File: config.mk
export PLATFORM = sky130hd
export DESIGN_NAME = mul_sequencer
export DESIGN_NICKNAME = d
export VERILOG_FILES = /design/src/rtl/alu_pkg.sv /design/src/rtl/mul_sequencer.sv
export SDC_FILE = /design/constraint.sdc
export NUM_CORES = 1
export LEC_CHECK = 0
export ABC_AREA = 1
export ABC_CLOCK_PERIOD_IN_PS = 5000
export BUFFER_PORTS_ARGS = -buffer_cell sky130_fd_sc_hd__buf_2
export CORE_MARGIN = 5
export CORE_UTILIZATION = 45
export CTS_CLUSTER_SIZE = 10
export DETAILED_ROUTE_END_ITERATION = 16
export GPL_TIMING_DRIVEN = 0
export PLACE_DENSITY = 0.72
export SLEW_MARGIN = 25
export SYNTH_ARGS = -nofsm -noshare
export SYNTH_HDL_FRONTEND = slang
export SYNTH_SLANG_ARGS = --single-unit
File: constraint.sdc
create_clock -name clk -period 5 [get_ports clk]
set_clock_uncertainty 0.2 [all_clocks]
set_input_delay 1 -clock clk [delete_from_list [all_inputs] [get_ports clk]]
set_output_delay 1 -clock clk [all_outputs]
set_load 0.01 [all_outputs]
File: src/rtl/alu_pkg.sv
// rtl/alu_pkg.sv - shared ALU function codes and multiply sequencer state encoding
//
// Purpose: common definitions for blocks that drive the shared execute-stage ALU.
// Ports:   none (package).

package alu_pkg;

  // Default datapath width of the shared ALU.
  localparam int ALU_W = 16;

  // ALU function codes.
  localparam logic [2:0] ALU_ADD = 3'b000;
  localparam logic [2:0] ALU_SLL = 3'b101;
  localparam logic [2:0] ALU_SRL = 3'b110;
  localparam logic [2:0] ALU_SRA = 3'b111;

  // Multiply sequencer states.
  typedef enum logic [1:0] {
    IDLE  = 2'b00,
    ADD   = 2'b01,
    SHIFT = 2'b10,
    DONE  = 2'b11
  } mul_state_e;

endpackage

File: src/rtl/mul_sequencer.sv
// rtl/mul_sequencer.sv - shift-and-add multiply controller that borrows the shared ALU
//
// Purpose: computes the low WIDTH bits of op_a * op_b by stepping the shared ALU
//          through ADD (accumulate) and SLL (shift multiplicand) operations.
// Config:  `define MUL_EARLY_TERM_EN to stop as soon as no multiplier bits remain.
// Ports:
//   clk, rst            clock and synchronous active-high reset
//   start, op_a, op_b   request and operands, accepted only in IDLE
//   busy, done          busy in ADD/SHIFT, done pulses for one cycle in DONE
//   result, res_zr,     registered low product and its zero / negative flags
//   res_neg
//   alu_req             high while the controller owns the ALU (equals busy)
//   alu_src0/src1/func/ ALU operand and function drive
//   alu_shamt
//   alu_dst             combinational ALU result for the current drive

module mul_sequencer
  import alu_pkg::*;
#(
  parameter int WIDTH = ALU_W,
  parameter int CNT_W = 4
) (
  input  logic             clk,
  input  logic             rst,
  input  logic             start,
  input  logic [WIDTH-1:0] op_a,
  input  logic [WIDTH-1:0] op_b,
  output logic             busy,
  output logic             done,
  output logic [WIDTH-1:0] result,
  output logic             res_zr,
  output logic             res_neg,
  output logic             alu_req,
  output logic [WIDTH-1:0] alu_src0,
  output logic [WIDTH-1:0] alu_src1,
  output logic [2:0]       alu_func,
  output logic [3:0]       alu_shamt,
  input  logic [WIDTH-1:0] alu_dst
);

  mul_state_e       state_q, state_d;
  logic [WIDTH-1:0] acc_q, acc_d;
  logic [WIDTH-1:0] mcand_q, mcand_d;
  logic [WIDTH-1:0] mplier_q, mplier_d;
  logic [CNT_W-1:0] cnt_q, cnt_d;
  logic [WIDTH-1:0] result_q, result_d;
  logic             res_zr_q, res_zr_d;
  logic             res_neg_q, res_neg_d;
  logic [WIDTH-1:0] final_val;

  always_ff @(posedge clk) begin
    if (rst) begin
      state_q   <= IDLE;
      acc_q     <= '0;
      mcand_q   <= '0;
      mplier_q  <= '0;
      cnt_q     <= '0;
      result_q  <= '0;
      res_zr_q  <= 1'b1;
      res_neg_q <= 1'b0;
    end else begin
      state_q   <= state_d;
      acc_q     <= acc_d;
      mcand_q   <= mcand_d;
      mplier_q  <= mplier_d;
      cnt_q     <= cnt_d;
      result_q  <= result_d;
      res_zr_q  <= res_zr_d;
      res_neg_q <= res_neg_d;
    end
  end

  always_comb begin
    state_d   = state_q;
    acc_d     = acc_q;
    mcand_d   = mcand_q;
    mplier_d  = mplier_q;
    cnt_d     = cnt_q;
    result_d  = result_q;
    res_zr_d  = res_zr_q;
    res_neg_d = res_neg_q;
    alu_src0  = '0;
    alu_src1  = '0;
    alu_func  = 3'b000;
    alu_shamt = 4'd0;

    unique case (state_q)
      IDLE: begin
        if (start) begin
          acc_d    = '0;
          mcand_d  = op_a;
          mplier_d = op_b;
          cnt_d    = '0;
`ifdef MUL_EARLY_TERM_EN
          if (op_b == '0) state_d = DONE;
          else            state_d = op_b[0] ? ADD : SHIFT;
`else
          state_d = op_b[0] ? ADD : SHIFT;
`endif
        end
      end
      ADD: begin
        alu_src0  = acc_q;
        alu_src1  = mcand_q;
        alu_func  = ALU_ADD;
        alu_shamt = 4'd0;
        acc_d     = alu_dst;
        state_d   = SHIFT;
      end
      SHIFT: begin
        alu_src0  = mcand_q;
        alu_src1  = '0;
        alu_func  = ALU_SLL;
        alu_shamt = 4'd1;
        mcand_d   = alu_dst;
        mplier_d  = mplier_q >> 1;
        cnt_d     = cnt_q + CNT_W'(1);
        // mplier_q[1] is the multiplier bit that becomes current after this shift.
        if (cnt_q == CNT_W'(WIDTH - 1)) begin
          state_d = DONE;
`ifdef MUL_EARLY_TERM_EN
        end else if ((mplier_q >> 1) == '0) begin
          state_d = DONE;
`endif
        end else begin
          state_d = mplier_q[1] ? ADD : SHIFT;
        end
      end
      DONE: begin
        state_d = IDLE;
      end
      default: state_d = IDLE;
    endcase

    // Result and flags load on entry to DONE so they are valid alongside done.
    // Entry straight from IDLE (zero multiplier) has an empty accumulator.
    final_val = (state_q == IDLE) ? '0 : acc_q;
    if (state_d == DONE && state_q != DONE) begin
      result_d  = final_val;
      res_zr_d  = (final_val == '0);
      res_neg_d = final_val[WIDTH-1];
    end
  end

  assign busy    = (state_q == ADD) || (state_q == SHIFT);
  assign done    = (state_q == DONE);
  assign alu_req = busy;
  assign result  = result_q;
  assign res_zr  = res_zr_q;
  assign res_neg = res_neg_q;

endmodule

# Word level (Yosys, flattened, before mapping)
# Index checks and enable logic that the tools add are counted.
dict set report totals {
  in_bits 51
  reg_bits 72
  elab_cells 42
  output_inout_bits 60
}
dict set report op_classes {
  n_mux 18
  n_eq_ne 7
  addsub 1
  reduce_logical 8
}
# operator n
set op_table {}
lappend op_table {{$pmux W16 S2} 4}
lappend op_table {{$mux W16} 5}
lappend op_table {{$logic_not A16 Y1} 1}
lappend op_table {{$mux W2} 4}
lappend op_table {{$pmux W2 S4} 1}
lappend op_table {{$pmux W4 S2} 1}
lappend op_table {{$eq A2 B2 Y1 const B} 3}
lappend op_table {{$add A4 B1 Y4 const B} 1}
lappend op_table {{$eq A4 B4 Y1 const B} 1}
lappend op_table {{$mux W4} 1}
lappend op_table {{$ne A2 B2 Y1 const B} 2}
lappend op_table {{$reduce_and A2 Y1} 2}
lappend op_table {{$reduce_bool A2 Y1} 2}
lappend op_table {{$mux W3} 1}
lappend op_table {{$eq A2 B1 Y1 const B} 1}
lappend op_table {{$logic_not A2 Y1} 1}
lappend op_table {{$logic_and A1 B1 Y1} 1}
lappend op_table {{$logic_or A1 B1 Y1} 1}
lappend op_table {{$mux W1} 1}

# Depth between registers and ports, before layout
dict set report depth {
  depth_word 5
  mapped_depth 12
  ltp_nobuf 10
}

# Worst setup path after synthesis
# OpenSTA, ideal clock, no wires.
dict set report synth_path {
  kind {reg2out}
  start {register state_q[0]}
  end {output alu_src0[0]}
  n_path_buf 3
  setup_slack_ps 2249
  required_time_ps 3800
  arrival_ps 1551
  path_stages_with_launch 8
  path_cell_list {dfxtp_1 -> inv_1 -> ha_1 -> buf_2 -> buf_2 -> buf_1 -> nand2_1 -> a21oi_1}
}
dict set report synth_via {
  elab_chain_cells 2
  elab_cells_between_ends 3
  classes_between {eq/ne: 2; mux: 1}
}
# item line
set synth_rtl {}
lappend synth_rtl {{from (decl)} mul_sequencer.sv:41} ;# mul_state_e state_q, state_d;
lappend synth_rtl {{from (signal assigned)} mul_sequencer.sv:62} ;# state_q <= state_d;
lappend synth_rtl {{$eq A2 B2 Y1 / $eq A2 B1 Y1 (equally long branches)} mul_sequencer.sv:87} ;# unique case (state_q)
lappend synth_rtl {{$pmux W16 S2 *} mul_sequencer.sv:87}
lappend synth_rtl {{to (decl)} mul_sequencer.sv:34} ;# output logic [WIDTH-1:0] alu_src0,
# Every way passes the cells marked *; elsewhere a longest branch is shown, timed or not.

# Worst setup path in the final report
# Same ends and word-level chain as after synthesis.

==> summary.txt <==
Clocking
  – Clock Sinks: 70
  – Buffer count from post-CTS setup fixing: 0
  – CTS root buf: clkbuf_8
  – H-tree depth: 3
  – CTS tree: built
  – Max Buffers Root-to-Sink: 2
  – CTS Buf Count: 9
  – Worst-Skew Late Latency: around 360 ps
  – Reg clk slew, reported paths: 80 ps
  – Hold-fix buffers, CTS: 0
  – Post-CTS Resized: 0

Critical path
  – CP endpoint kind: primary output
  – Critical path class: register to primary output
  – Max incr delay on CP: 380 ps
  – Crit Path Max Fanout: 10
  – CP Launch Point: state_q[0]
  – Worst r2r src: state_q[0]
  – Worst path arrival time: 2300 ps
  – Cell family with most CP delay: buffers and inverters
  – Worst path bufs/invs: 5
  – Slowest-stage cell, CP: buf_1
  – Worst path most repeated cell: buf_2
  – Req. time, crit path: 3800 ps
  – CP Cell Sequence: inv_1 -> ha_1 -> buf_2 -> buf_2 -> buf_1 -> nand2_1 -> a21oi_1 -> buf_2
  – Critical Path Source Type: register

Routing
  – DRT Wirelength: 10.1 mm
  – 1st-iter DRT viols: 225
  – Vias: 3715
  – Drt pass-1 iters: 5
  – Via/cell ratio: slightly above 5
  – Post-DRT Antenna Nets: 0
  – Post-DR wirelength/cell: 13.7 um
  – DRC viols: 0

Finish
  – FILL cells: slightly below 800
  – Synth-to-layout area growth: 25.9%
  – Layout Nets: roughly 690
  – Share of layout cells above drive strength 1: 24.5%
  – # diodes: 0

Floorplan
  – Total core area: approximately 0.0076 mm^2
  – I/O Pins: roughly 110
  – Die height: 97.7 um
  – Rows: 32
  – Die ar.: 0.00955 mm^2
  – Die W: 97.7 um
  – Initial Util: 45.5%

STA
  – Tcrit/Tclk final: between 70% and 80%
  – Min setup slack post-route: 1500 ps
  – Final Hold Viols: 0
  – Fin crit period: 3500 ps
  – RSZ-0062 raised after global routing: false
  – Slew HR: about two thirds
  – Endpoints failing setup: 0
  – Worst Max-Slew Pin Slew: 508 ps
  – Fmax: 0.285 GHz
  – Total negative slack: 0 ps
  – Fin. max-slew vios: 0

GRT
  – Tot GR Track Use: 21.3%
  – Initial antenna violation count: 0
  – First-pass GRT wire length: approximately 17 mm
  – Pin count of the biggest net entering global routing: 15
  – Vias in the first global route: about 3400
  – Total grt overflow: 0

Job
  – Count of max-cap constraint violations: 0

Logic synthesis
  – Count leader, synth: nand2_1
  – Post-synth top area share: 40.5%
  – Seq/Total Area, Yosys: 40.5%
  – Synthesized area: 0.00346 mm^2
  – Top cells by count, synth: 158 x nand2_1, 70 x dfxtp_1, 57 x nor2_1
  – Seq cells post-synth: 70
  – Top cells by area, synth: dfxtp_1 40%, nand2_1 17%, nor2_1 6.2%
  – Post-synth EDFFs: 0
  – Asr flop ratio synth: 0%
  – Synth Warn #: 0
  – Gate Count Post-Synth: between 500 and 600
  – Synthesized area per cell: 6.76 um^2
  – Synth area leader: dfxtp_1
  – Yosys cell types: 26
  – Commonest register cell after synthesis: dfxtp_1

Worst hold path
  – Worst hold path class: register to register
  – Hold Crit Start: mplier_q[12]

Pwr
  – Max VDD drop: 0.175 mV
  – Leakage: roughly 2.2 nW
  – Pwr per Cell Area: roughly 420 mW/mm^2

Place
  – IO buf count: approximately 110
  – Post-place setup slack: 1900 ps
  – Routability cong.: ~0.91
  – Post-DP HPWL: 7.77 mm

Status
  – Status: finished, final reports clean
-- area by class of cell --
type | instances | area, um^2 | share of cell area [%]
Timing Repair Buffer | 106 | 531 | 12.2
Clock buffer | 9 | 124 | 2.84
Buffer | 45 | 235 | 5.39
Tap cell | 102 | 128 | 2.93
Inverter | 39 | 146 | 3.36
Clock inverter | 7 | 105 | 2.41
Sequential cell | 70 | 1400 | 32.1
Multi-Input combinational cell | 361 | 1690 | 38.8
-- metal layers --
metal  up-vias  GRT usage, %  share of wire, %
met5         -             0                 0
met4         0          7.56               1.9
met3        21          5.07               7.0
met2       145          33.7                46
met1      1653          28.4                45
li1       1896             -                 -
-- stage by stage --
step / std cells / power (mW) / hold slack, ps / utilization, % / cell area, um^2
final: 739 / 1.83 / 275 / 57.3 / 4360
after global routing: 739 / 1.95 / 294 / 57.3 / 4360
after CTS: 739 / 1.83 / 276 / 57.3 / 4360
after detailed placement: 723 / 1.31 / 263 / 54.3 / 4130
after global placement: 723 / 1.30 / 253 / 54.3 / 4130
after floorplan: 515 / 1.12 / 244 / - / 3470
-- sequential cells by signal (all words and copies together), names as in the netlist --
signal,flops
acc_q,16
mcand_q,16
result,16
mplier_q,15
cnt_q,4
state_q,2
res_zr,1
-- final timing paths --
kind | to | slack [ps] | cells past startpoint
max reg2reg | acc_q[10] | 2950 | 8
min reg2reg | mplier_q[11] | 280 | 2
min | mplier_q[11] | 280 | 2
max | alu_src0[0] | 1500 | 8
-- cell usage in the layout, fill, tap and decap left out, drive strengths merged --
cell      synthesis  layout
nand2           161     161
buf              27     133
dfxtp            70      70
nor2             58      58
inv              39      42
o21ai            38      38
a31oi            30      30
clkbuf           18      27
a21oi            23      23
a22oi            16      16
nand4            12      12
nand3             8       8
ha                5       5
conb              1       4
and3              3       3
nor3              2       2
bufinv            0       2
a211oi            1       1
clkinv            0       1
clkinvlp          0       1
-- worst min-delay path: stages, from the launching register on --
cell,delay (ps)
dfxtp_1,310
nand2_1,50
a31oi_1,70
-- logic make-up (layout without fill, tap and decap cells) --
group	count (synthesis)	after routing	synth area share, %
compound gates	108	108	18.1
buf+inv	84	206	11.0
fa+ha+maj	5	5	1.81
simple gates	244	244	28.5
flops	70	70	40.5
other cells	1	4	0.108
-- power breakdown --
group | internal [mW] | total, mW | switching, mW
logic | 0.212 | 0.592 | 0.380
clock network | 0.288 | 0.525 | 0.237
registers | 0.652 | 0.711 | 0.0588
No activity file was read; power rests on OpenSTA's default activity.
